$ cat src/rtl/rf_wr_arbiter_pkg.sv
// Shared definitions for the register-file write-port arbiter.
package wb_pkg;
    localparam int unsigned DATA_W_DEF = 16;
    localparam int unsigned REG_W_DEF  = 3;

    localparam int unsigned REQ_WB = 0;
    localparam int unsigned REQ_MC = 1;

    typedef enum logic [0:0] {
        PRI_WB = 1'b0,
        PRI_MC = 1'b1
    } arb_state_e;
endpackage

$ cat src/rtl/rf_wr_arbiter_if.sv
// Requester handshakes and register-file write port of the arbiter.
interface rf_wr_arbiter_if import wb_pkg::*; #(
    parameter int unsigned DATA_W = DATA_W_DEF,
    parameter int unsigned REG_W  = REG_W_DEF
);
    logic              wb_valid;
    logic [REG_W-1:0]  wb_reg;
    logic [DATA_W-1:0] wb_data;
    logic              wb_ready;

    logic              mc_valid;
    logic [REG_W-1:0]  mc_reg;
    logic [DATA_W-1:0] mc_data;
    logic              mc_ready;

    logic              rf_we;
    logic [REG_W-1:0]  rf_wreg;
    logic [DATA_W-1:0] rf_wdata;

    modport master (
        output wb_valid, wb_reg, wb_data,
        input  wb_ready,
        output mc_valid, mc_reg, mc_data,
        input  mc_ready,
        input  rf_we, rf_wreg, rf_wdata
    );

    modport slave (
        input  wb_valid, wb_reg, wb_data,
        output wb_ready,
        input  mc_valid, mc_reg, mc_data,
        output mc_ready,
        output rf_we, rf_wreg, rf_wdata
    );
endinterface

$ cat src/rtl/rf_wr_arbiter_hs_checker.sv
// Per-requester valid/ready protocol monitor; pulses violation when a pending
// request is withdrawn or its payload changes before transfer.
module hs_checker import wb_pkg::*; #(
    parameter int unsigned DATA_W = DATA_W_DEF,
    parameter int unsigned REG_W  = REG_W_DEF
) (
    input  logic              clk,
    input  logic              rst_n,
    input  logic              valid,
    input  logic              ready,
    input  logic [REG_W-1:0]  req_reg,
    input  logic [DATA_W-1:0] data,
    output logic              violation
);
    logic              prev_valid;
    logic              prev_ready;
    logic [REG_W-1:0]  prev_reg;
    logic [DATA_W-1:0] prev_data;

    always_ff @(posedge clk or negedge rst_n) begin
        if (!rst_n) begin
            prev_valid <= 1'b0;
            prev_ready <= 1'b0;
            prev_reg   <= '0;
            prev_data  <= '0;
        end else begin
            prev_valid <= valid;
            prev_ready <= ready;
            prev_reg   <= req_reg;
            prev_data  <= data;
        end
    end

    // A request left pending last cycle must still be present, unchanged.
    always_comb begin
        violation = 1'b0;
        if (prev_valid && !prev_ready)
            violation = !valid || (req_reg != prev_reg) || (data != prev_data);
    end
endmodule

$ cat src/rtl/rf_wr_arbiter.sv
// Arbitrates the single register-file write port between the write-back path
// and a multi-cycle unit, with same-register ordering and bounded MC wait.
module rf_wr_arbiter import wb_pkg::*; #(
    parameter int unsigned DATA_W   = DATA_W_DEF,
    parameter int unsigned REG_W    = REG_W_DEF,
    parameter int unsigned MAX_WAIT = 4
) (
    input  logic           clk,
    input  logic           rst_n,
    rf_wr_arbiter_if.slave bus,
    output logic           err
);
    localparam logic [3:0] MAX_CNT = 4'(MAX_WAIT);

    arb_state_e state, state_next;
    logic [3:0] wait_cnt, cnt_next;
    logic       same_reg;
    logic       wb_grant, mc_grant;
    logic [1:0] viol;

    always_comb begin
        same_reg = bus.wb_valid && bus.mc_valid && (bus.wb_reg == bus.mc_reg);
        mc_grant = 1'b0;
        if (state == PRI_MC)
            mc_grant = bus.mc_valid;
        else
            // Same destination: the older MC write must land before WB.
            mc_grant = bus.mc_valid && (!bus.wb_valid || same_reg);
        wb_grant = bus.wb_valid && !mc_grant;
    end

    assign bus.wb_ready = wb_grant;
    assign bus.mc_ready = mc_grant;

    always_comb begin
        cnt_next = wait_cnt;
        if (!bus.mc_valid || mc_grant)
            cnt_next = '0;
        else if (wait_cnt >= MAX_CNT)
            cnt_next = MAX_CNT;
        else
            cnt_next = wait_cnt + 4'd1;

        state_next = state;
        if (state == PRI_WB) begin
            if (cnt_next == MAX_CNT)
                state_next = PRI_MC;
        end else begin
            if (mc_grant || !bus.mc_valid)
                state_next = PRI_WB;
        end
    end

    always_ff @(posedge clk or negedge rst_n) begin
        if (!rst_n) begin
            state    <= PRI_WB;
            wait_cnt <= '0;
        end else begin
            state    <= state_next;
            wait_cnt <= cnt_next;
        end
    end

    // Registered write port; index/data hold their last value when idle.
    always_ff @(posedge clk or negedge rst_n) begin
        if (!rst_n) begin
            bus.rf_we    <= 1'b0;
            bus.rf_wreg  <= '0;
            bus.rf_wdata <= '0;
        end else begin
            bus.rf_we <= wb_grant || mc_grant;
            if (mc_grant) begin
                bus.rf_wreg  <= bus.mc_reg;
                bus.rf_wdata <= bus.mc_data;
            end else if (wb_grant) begin
                bus.rf_wreg  <= bus.wb_reg;
                bus.rf_wdata <= bus.wb_data;
            end
        end
    end

    hs_checker #(.DATA_W(DATA_W), .REG_W(REG_W)) u_wb_chk (
        .clk       (clk),
        .rst_n     (rst_n),
        .valid     (bus.wb_valid),
        .ready     (wb_grant),
        .req_reg   (bus.wb_reg),
        .data      (bus.wb_data),
        .violation (viol[REQ_WB])
    );

    hs_checker #(.DATA_W(DATA_W), .REG_W(REG_W)) u_mc_chk (
        .clk       (clk),
        .rst_n     (rst_n),
        .valid     (bus.mc_valid),
        .ready     (mc_grant),
        .req_reg   (bus.mc_reg),
        .data      (bus.mc_data),
        .violation (viol[REQ_MC])
    );

    always_ff @(posedge clk or negedge rst_n) begin
        if (!rst_n)
            err <= 1'b0;
        else
            err <= err || (|viol);
    end
endmodule

$ cat src/flat_wrapper.sv
// flat-port wrapper written by rule: the top's interface ports become plain ports
module rf_wr_arbiter_flat import wb_pkg::*;
#(
    parameter int unsigned DATA_W   = DATA_W_DEF,
    parameter int unsigned REG_W    = REG_W_DEF,
    parameter int unsigned MAX_WAIT = 4
)
  (clk, rst_n, err, bus_wb_valid, bus_wb_reg, bus_wb_data, bus_wb_ready, bus_mc_valid, bus_mc_reg, bus_mc_data, bus_mc_ready, bus_rf_we, bus_rf_wreg, bus_rf_wdata);
  rf_wr_arbiter_if #(.DATA_W(DATA_W), .REG_W(REG_W)) bus_i ();
  input  logic clk;
  input  logic rst_n;
  output logic err;
  input wire logic [$bits(bus_i.wb_valid)-1:0] bus_wb_valid;
  input wire logic [$bits(bus_i.wb_reg)-1:0] bus_wb_reg;
  input wire logic [$bits(bus_i.wb_data)-1:0] bus_wb_data;
  output wire logic [$bits(bus_i.wb_ready)-1:0] bus_wb_ready;
  input wire logic [$bits(bus_i.mc_valid)-1:0] bus_mc_valid;
  input wire logic [$bits(bus_i.mc_reg)-1:0] bus_mc_reg;
  input wire logic [$bits(bus_i.mc_data)-1:0] bus_mc_data;
  output wire logic [$bits(bus_i.mc_ready)-1:0] bus_mc_ready;
  output wire logic [$bits(bus_i.rf_we)-1:0] bus_rf_we;
  output wire logic [$bits(bus_i.rf_wreg)-1:0] bus_rf_wreg;
  output wire logic [$bits(bus_i.rf_wdata)-1:0] bus_rf_wdata;
  assign bus_i.wb_valid = bus_wb_valid;
  assign bus_i.wb_reg = bus_wb_reg;
  assign bus_i.wb_data = bus_wb_data;
  assign bus_wb_ready = bus_i.wb_ready;
  assign bus_i.mc_valid = bus_mc_valid;
  assign bus_i.mc_reg = bus_mc_reg;
  assign bus_i.mc_data = bus_mc_data;
  assign bus_mc_ready = bus_i.mc_ready;
  assign bus_rf_we = bus_i.rf_we;
  assign bus_rf_wreg = bus_i.rf_wreg;
  assign bus_rf_wdata = bus_i.rf_wdata;
  rf_wr_arbiter #(.DATA_W(DATA_W), .REG_W(REG_W), .MAX_WAIT(MAX_WAIT)) u_core (.clk(clk), .rst_n(rst_n), .bus(bus_i), .err(err));
endmodule
$ cat config.mk
export PLATFORM = sky130hd
export DESIGN_NAME = rf_wr_arbiter_flat
export DESIGN_NICKNAME = d
export VERILOG_FILES = /design/src/rtl/rf_wr_arbiter_pkg.sv /design/src/rtl/rf_wr_arbiter_if.sv /design/src/rtl/rf_wr_arbiter_hs_checker.sv /design/src/rtl/rf_wr_arbiter.sv /design/src/flat_wrapper.sv
export SDC_FILE = /design/constraint.sdc
export NUM_CORES = 1
export LEC_CHECK = 0
export ABC_CLOCK_PERIOD_IN_PS = 2000
export BUFFER_PORTS_ARGS = -buffer_cell sky130_fd_sc_hd__buf_2
export CORE_UTILIZATION = 51
export CTS_BUF_LIST = sky130_fd_sc_hd__clkbuf_8
export DETAILED_ROUTE_END_ITERATION = 10
export GPL_TIMING_DRIVEN = 0
export PLACE_DENSITY = 0.77
export REMOVE_ABC_BUFFERS = 1
export SYNTH_ARGS = -nofsm -noshare
export SYNTH_HDL_FRONTEND = slang
export SYNTH_SLANG_ARGS = --single-unit
$ cat constraint.sdc
create_clock -name clk -period 2 [get_ports clk]
set_clock_uncertainty 0.2 [all_clocks]
set_input_delay 0.4 -clock clk [delete_from_list [all_inputs] [get_ports clk]]
set_output_delay 0.4 -clock clk [all_outputs]
set_load 0.03 [all_outputs]
==> summary.md, run 1 <==
| Metric | Value |
|---|---|
| Dominant cell type by area after synthesis | `dfrtp_1` |
| Placeable core area | `slightly below 5000 sq um` |
| DRC Markers | `0` |
| WHS Path Cells | `1` |
| Crit-path max FO | `4` |
| Most common cell after layout, fill and taps aside | `dfrtp_1` |
| Ports | `between 60 and 70` |
| Synth Register Bits | `just under 70` |
| Clk buf depth | `2` |
| Number of vias per cell | `5.20` |
| Hold wc startpoint | `bus_mc_data[3]` |
| Warnings, synthesis | `0` |
| ANT nets after route | `0` |
| Routed WL | `about 6200 um` |
| GR Util All Layers | `25.2%` |
| Grt ovf | `0` |
| Worst R2R Setup Slack | `about 260 ps` |
| Clk Latency, worst-skew pair | `340 ps` |
| DP HPWL | `approximately 3500 um` |
| P&R area growth vs syn | `37.3%` |
| Vias in the first global route | `1,956` |
| Critical Path AT | `around 1400 ps` |
| Slew @ Worst Pin | `just over 800 ps` |
| Final Power | `around 3.2 mW` |
| Dpl cells | `about 330` |
| Mapped Area | `2600 sq um` |
| FF-to-FF path depth | `5` |
| Largest net degree at the start of global routing | `69` |
| Leakage power | `between 1.5 and 2 nW` |
| First-pass detailed-route iteration total | `5` |
| Crit-path cells | `buf_6 -> xnor2_4 -> a311oi_4 -> o21a_4 -> buf_6` |
| CP max stage delay | `400 ps` |
| Antenna violations before repair | `0` |
| Synth area leaders | `dfrtp_1 (65%), xnor2_1 (8.1%), xor2_1 (5.7%)` |
| Netlist cell types | `24` |
| CTS root buffer | `clkbuf_8` |
| Starting Density | `between 50% and 60%` |
| Worst Hold End | `u_core.u_mc_chk.prev_data[3]$_DFF_PN0_` |
| Tcrit/Tclk final | `99.8%` |
| CTS clk-pin slew, worst paths | `60 ps` |
| Rows | `25` |
| WP data required | `approximately 1400 ps` |
| CTS tree | `built` |
| Global-route wire length before repair | `9530 um` |
| Synthesized instance count | `207` |
| Final worst path period need | `2000 ps` |
| Die X | `about 73 um` |
| Dpl ws | `-663 ps` |
| DR iter-0 viols | `between 100 and 150` |
| Largest regs | `u_core.bus.rf_wdata x16, u_core.u_mc_chk.prev_data x16, u_core.u_wb_chk.prev_data x16` |
| Power Density | `about 900 nW/um^2` |
| # clock sinks | `just under 70` |
| Fin nets | `roughly 350` |
| Layout cells sized above 1 | `~29%` |
| Reg area | `between 1500 and 2000 sq um` |
| Most used cell, CP | `buf_6` |
| Post-route setup slack | `4.09 ps` |
| Fmax | `~0.5 GHz` |
| Syn_area_per_cell | `between 10 and 15 sq um` |
| CP max-delay cell | `a311oi_4` |
| Setup TNS | `0 ps` |
| Non-Filler Instances | `380` |
| Gpl congestion | `roughly 0.73` |
| CP Launch Type | `input pin` |
| CP Capture Type | `primary output` |
| Final Slew Violations | `0` |
| Crit path kind | `input pin to primary output` |
| Most frequent cells in the layout | `dfrtp_1 (68), buf_2 (58), nand2_1 (39)` |
| Post-synth top area share | `around 65%` |
| Worst hold path type | `input pin to register` |
| Setup violators final | `0` |
| Sequential share of the synthesized area | `65.4%` |
| Placed Area | `just under 3000 sq um` |
| # port buffers | `between 60 and 70` |
| Multi-input gate area in the final layout | `between 900 and 1000 sq um` |
| Max-cap violation count | `0` |
| TritonCTS buffer count | `9` |
| Final Util | `around 74%` |
| R2r endpoint | `u_core.err$_DFF_PN0_` |
| # fillers | `between 300 and 400` |
| Worst hold slack | `approximately 11 ps` |
| Unrepaired setup endpoints after global routing | `yes` |
| Hold Vio Cnt, Final | `0` |
| WL/cell | `between 15 and 20 um` |
| Max-slew headroom | `between 40% and 50%` |
| Fin area | `around 3600 sq um` |
| Vias | `1,976` |
| Htree depth | `3` |
| VDD IR max | `approximately 0.54 mV` |
| Worst r2r src | `u_core.u_wb_chk.prev_data[1]$_DFF_PN0_` |
| Die area | `approximately 5400 sq um` |
| Outcome | `completed` |
| Vert. Die Dim | `around 73 um` |
| Ant. Diodes | `0` |
worst max-delay path by stage:
| stage | cells past startpoint | end | from | slack (ps) |
|---|---|---|---|---|
| 2_1_floorplan | 3 | bus_mc_ready | bus_mc_reg[1] | 30 |
| 3_3_place_gp | 5 | bus_mc_ready | bus_mc_reg[0] | -690 |
| 3_5_place_dp | 5 | bus_mc_ready | bus_mc_reg[0] | -660 |
| 4_1_cts | 3 | bus_wb_ready | u_core.state$_DFF_PN0_ | -2 |
| 5_1_grt | 3 | bus_wb_ready | u_core.state$_DFF_PN0_ | -50 |
| 6_report | 5 | bus_wb_ready | bus_wb_reg[2] | 4 |
critical path: cells and delay by family:
family | cells | cell delay, ps
buffers and inverters | 2 | 250
XOR/XNOR | 1 | 140
AO/OA/AOI/OAI | 2 | 600
cell usage after synthesis:
| cell | n |
|---|---|
| nor3_1 | 2 |
| nor2_2 | 1 |
| ha_1 | 1 |
| a21oi_1 | 2 |
| nand2_1 | 39 |
| xnor2_1 | 24 |
| conb_1 | 1 |
| buf_6 | 2 |
| o311ai_0 | 1 |
| a311oi_2 | 1 |
| a22oi_1 | 19 |
| nand4_1 | 6 |
| dfrtp_1 | 68 |
| nor4_1 | 6 |
| nand3b_1 | 1 |
| o21ai_0 | 1 |
| xor2_1 | 17 |
| buf_4 | 2 |
| inv_1 | 5 |
| clkbuf_1 | 2 |
| nand3_1 | 1 |
| and4_2 | 1 |
| nor2_1 | 3 |
| o21a_2 | 1 |
cell families after synthesis:
kind of cell,synth area share [%]
DFF,65.4
and+or+nand+nor,10.4
xor gates and xnor gates,13.8
AOI/OAI and AO/OA,7.31
buffers and inverters,2.45
adders and majority gates,0.481
other,0.144
what timing repair did:
item,CTS,global route
endpoints found under the setup margin,2,2
gates cloned,2,0
pin swaps,4,4
hold buffers,25,1
hold endpoints to repair,92,1
gates resized for setup,13,7
buffers inserted,3,0
layer usage:
| metal | GRT usage (%) | share of wire [%] | up-vias |
|---|---|---|---|
| li1 | - | - | 904 |
| met4 | 16.0 | 2.8 | 0 |
| met1 | 31.4 | 43 | 963 |
| met3 | 6.58 | 5.7 | 24 |
| met5 | 0 | 0 | - |
| met2 | 39.3 | 49 | 85 |
cell type report:
cell class | instances | share of cell area (%)
Multi-Input combinational cell | 130 | 25.8
Tap cell | 67 | 2.35
Clock inverter | 5 | 1.26
Timing Repair Buffer | 94 | 18.2
Inverter | 5 | 0.525
Sequential cell | 68 | 47.6
Clock buffer | 11 | 4.24
where the power goes:
part           internal, mW  switching (mW)
clock                 0.626           0.486
combinational         0.212           0.316
sequential             1.47          0.0484
total                  2.31           0.851
No activity file was read; power rests on OpenSTA's default activity.
==> run 2, diff against run 1 <==
--- a/config.mk
+++ b/config.mk
@@ -6,12 +6,12 @@
 export NUM_CORES = 1
 export LEC_CHECK = 0
 export ABC_CLOCK_PERIOD_IN_PS = 2000
-export BUFFER_PORTS_ARGS = -buffer_cell sky130_fd_sc_hd__buf_2
 export CORE_UTILIZATION = 51
 export CTS_BUF_LIST = sky130_fd_sc_hd__clkbuf_8
 export DETAILED_ROUTE_END_ITERATION = 10
+export DONT_BUFFER_PORTS = 1
 export GPL_TIMING_DRIVEN = 0
-export PLACE_DENSITY = 0.77
+export PLACE_DENSITY = 0.66
 export REMOVE_ABC_BUFFERS = 1
 export SYNTH_ARGS = -nofsm -noshare
 export SYNTH_HDL_FRONTEND = slang
==> run 2 against run 1 <==
Compared with the run above: cell area down 6.8%; highest routed layer unchanged; the flow now finishes with violations (hold timing, setup timing); hold slack worse by 470 ps; die area is the same; combinational power down 41%; routed wire length grew 8.0%; largest cell class unchanged; cell count fell by 13%; maximum frequency down 0.43%; first-iteration DRC count increased by 26%; non-clock buffer count fell by 50.
==> summary.md, run 2 (synthesis results as in run 1) <==
| Metric | Value |
|---|---|
| Outcome | `finished, violations left (was completed)` |
| Failing checks | `hold timing, setup timing` |
| Critical Path AT | `1400 ps (about the same)` |
| Final worst path period need | `2000 ps (about the same)` |
| # port buffers | `0 (was 64)` |
| Clk buf depth | `2 (unchanged)` |
| Max-cap violation count | `0 (unchanged)` |
| Starting Density | `54.0% (unchanged)` |
| Hold Vio Cnt, Final | `68 (was 0)` |
| DR iter-0 viols | `182 (was 144)` |
| Max-slew headroom | `34.4% (was 45.5%)` |
| Number of vias per cell | `5.50 (was 5.20)` |
| Final Slew Violations | `0 (unchanged)` |
| Crit path kind | `register to primary output (was input pin to primary output)` |
| Slew @ Worst Pin | `984 ps (was 817 ps)` |
| Setup violators final | `1 (was 0)` |
| Unrepaired setup endpoints after global routing | `yes (unchanged)` |
| Power Density | `890 nW/um^2 (was 884 nW/um^2)` |
| Vias | `1,826 (was 1,976)` |
| First-pass detailed-route iteration total | `5 (unchanged)` |
| ANT nets after route | `0 (unchanged)` |
| Die area | `5390 sq um (unchanged)` |
| CTS clk-pin slew, worst paths | `70 ps (was 60 ps)` |
| Placeable core area | `4820 sq um (unchanged)` |
| VDD IR max | `0.623 mV (was 0.536 mV)` |
| Most frequent cells in the layout | `dfrtp_1 (68), dlygate4sd3_1 (40), nand2_1 (39) (was dfrtp_1 (68), buf_2 (58), nand2_1 (39))` |
| Htree depth | `3 (unchanged)` |
| # clock sinks | `68 (unchanged)` |
| Crit-path max FO | `6 (was 4)` |
| Post-route setup slack | `-4.53 ps (was 4.09 ps)` |
| CP Launch Type | `register (was input pin)` |
| Largest regs | `u_core.bus.rf_wdata x16, u_core.u_mc_chk.prev_data x16, u_core.u_wb_chk.prev_data x16 (unchanged)` |
| Fin nets | `303 (was 351)` |
| CP Capture Type | `primary output (unchanged)` |
| Rows | `25 (unchanged)` |
| WL/cell | `20.3 um (was 16.4 um)` |
| Fmax | `0.499 GHz (was 0.501 GHz)` |
| Hold-fix buffers, CTS | `40 (was 25)` |
| Clk Latency, worst-skew pair | `340 ps (about the same)` |
| Leakage power | `1.47 nW (was 1.69 nW)` |
| Dpl ws | `-389 ps (was -663 ps)` |
| Tcrit/Tclk final | `100% (was 99.8%)` |
| Global-route wire length before repair | `9940 um (was 9530 um)` |
| Setup TNS | `-4.53 ps (was 0 ps)` |
| DRC Markers | `0 (unchanged)` |
| Gpl congestion | `0.846 (was 0.728)` |
| Vias in the first global route | `1,945 (was 1,956)` |
| Largest net degree at the start of global routing | `69 (unchanged)` |
| Ant. Diodes | `0 (unchanged)` |
| Fin area | `3330 sq um (was 3570 sq um)` |
| Worst hold path type | `input pin to asynchronous set/reset pin (was input pin to register)` |
| Ports | `65 (unchanged)` |
| # fillers | `381 (was 356)` |
| P&R area growth vs syn | `27.9% (was 37.3%)` |
| Layout cells sized above 1 | `10.9% (was 28.8%)` |
| Placed Area | `2640 sq um (was 2980 sq um)` |
| DP HPWL | `3460 um (about the same)` |
| WP data required | `1400 ps (about the same)` |
| Final Util | `69.1% (was 74.2%)` |
| Die X | `73.4 um (unchanged)` |
| Worst hold slack | `-455 ps (was 10.5 ps)` |
| CTS tree | `built (unchanged)` |
| Vert. Die Dim | `73.4 um (unchanged)` |
| Grt ovf | `0 (unchanged)` |
| TritonCTS buffer count | `9 (unchanged)` |
| GR Util All Layers | `26.7% (was 25.2%)` |
| Antenna violations before repair | `0 (unchanged)` |
| Routed WL | `6730 um (was 6240 um)` |
| Most common cell after layout, fill and taps aside | `dfrtp_1 (unchanged)` |
| CTS root buffer | `clkbuf_8 (unchanged)` |
==> run 2: changes by cell type in the layout (fill, tap and decap cells not counted), sizes merged <==
cell | before | now
dlygate4sd3 | 26 | 40
inv | 9 | 8
clkbuf | 11 | 12
o21a | 2 | 3
nor2 | 5 | 6
clkinv | 0 | 1
bufinv | 1 | 0
buf | 68 | 4
==> run 2: area by class of cell <==
class / count / area, sq um / share of cell area [%]
Clock inverter: 4 / 16.3 / 0.489
Timing Repair Buffer: 44 / 430 / 12.9
Clock buffer: 12 / 165 / 4.96
Multi-Input combinational cell: 132 / 913 / 27.4
Inverter: 5 / 18.8 / 0.564
Tap cell: 67 / 83.8 / 2.52
Sequential cell: 68 / 1700 / 51.1
==> run 2: final timing paths <==
check	start	end	slack [ps]	cells after the start
setup / recovery	u_core.state$_DFF_PN0_	bus_mc_ready	-5	3
hold / removal	rst_n	u_core.u_wb_chk.prev_data[2]$_DFF_PN0_	-460	0
setup reg to reg	u_core.state$_DFF_PN0_	u_core.bus.rf_wdata[6]$_DFFE_PN0P_	190	6
hold reg to reg	u_core.wait_cnt[2]$_DFF_PN0_	u_core.wait_cnt[0]$_DFF_PN0_	300	1
max in group asynchronous	rst_n	u_core.bus.rf_wdata[6]$_DFFE_PN0P_	1950	0
min in group clk	bus_mc_data[8]	u_core.bus.rf_wdata[8]$_DFFE_PN0P_	10	2
==> run 2: stage by stage <==
step                cells  total power [mW]
floorplan             201              1.78
global placement      268              1.82
detailed placement    268              1.84
CTS                   328              2.94
global route          332              3.05
finish                332              2.96
==> run 2: worst max-delay path, cell delays in order (launching register included) <==
cell	delay (ps)
dfrtp_1	390
a311oi_4	350
buf_4	220
nor2_4	100
==> run 2: power breakdown <==
part | switching [mW] | internal [mW] | leakage (nW)
registers | 0.152 | 1.47 | 0.811
clock network | 0.497 | 0.537 | 0.106
logic | 0.148 | 0.161 | 0.555
total | 0.797 | 2.17 | 1.47
==> run 2: timing repair <==
action | 4_1_cts | 5_1_grt
hold endpoints to repair | 127 | 68
gates resized for setup | 5 | 1
pin swaps | 2 | 3
buffers inserted | 2 | 2
cloned | 2 | 2
endpoints found under the setup margin | 21 | 3
==> run 2: per-layer routing <==
layer  GRT usage, %  up-vias  share of wire (%)
met5              0        -                  0
met4           12.8        0                2.2
met3           6.31       15                5.0
met2           44.4       60                 52
met1           33.1      939                 40
li1               -      812                  -
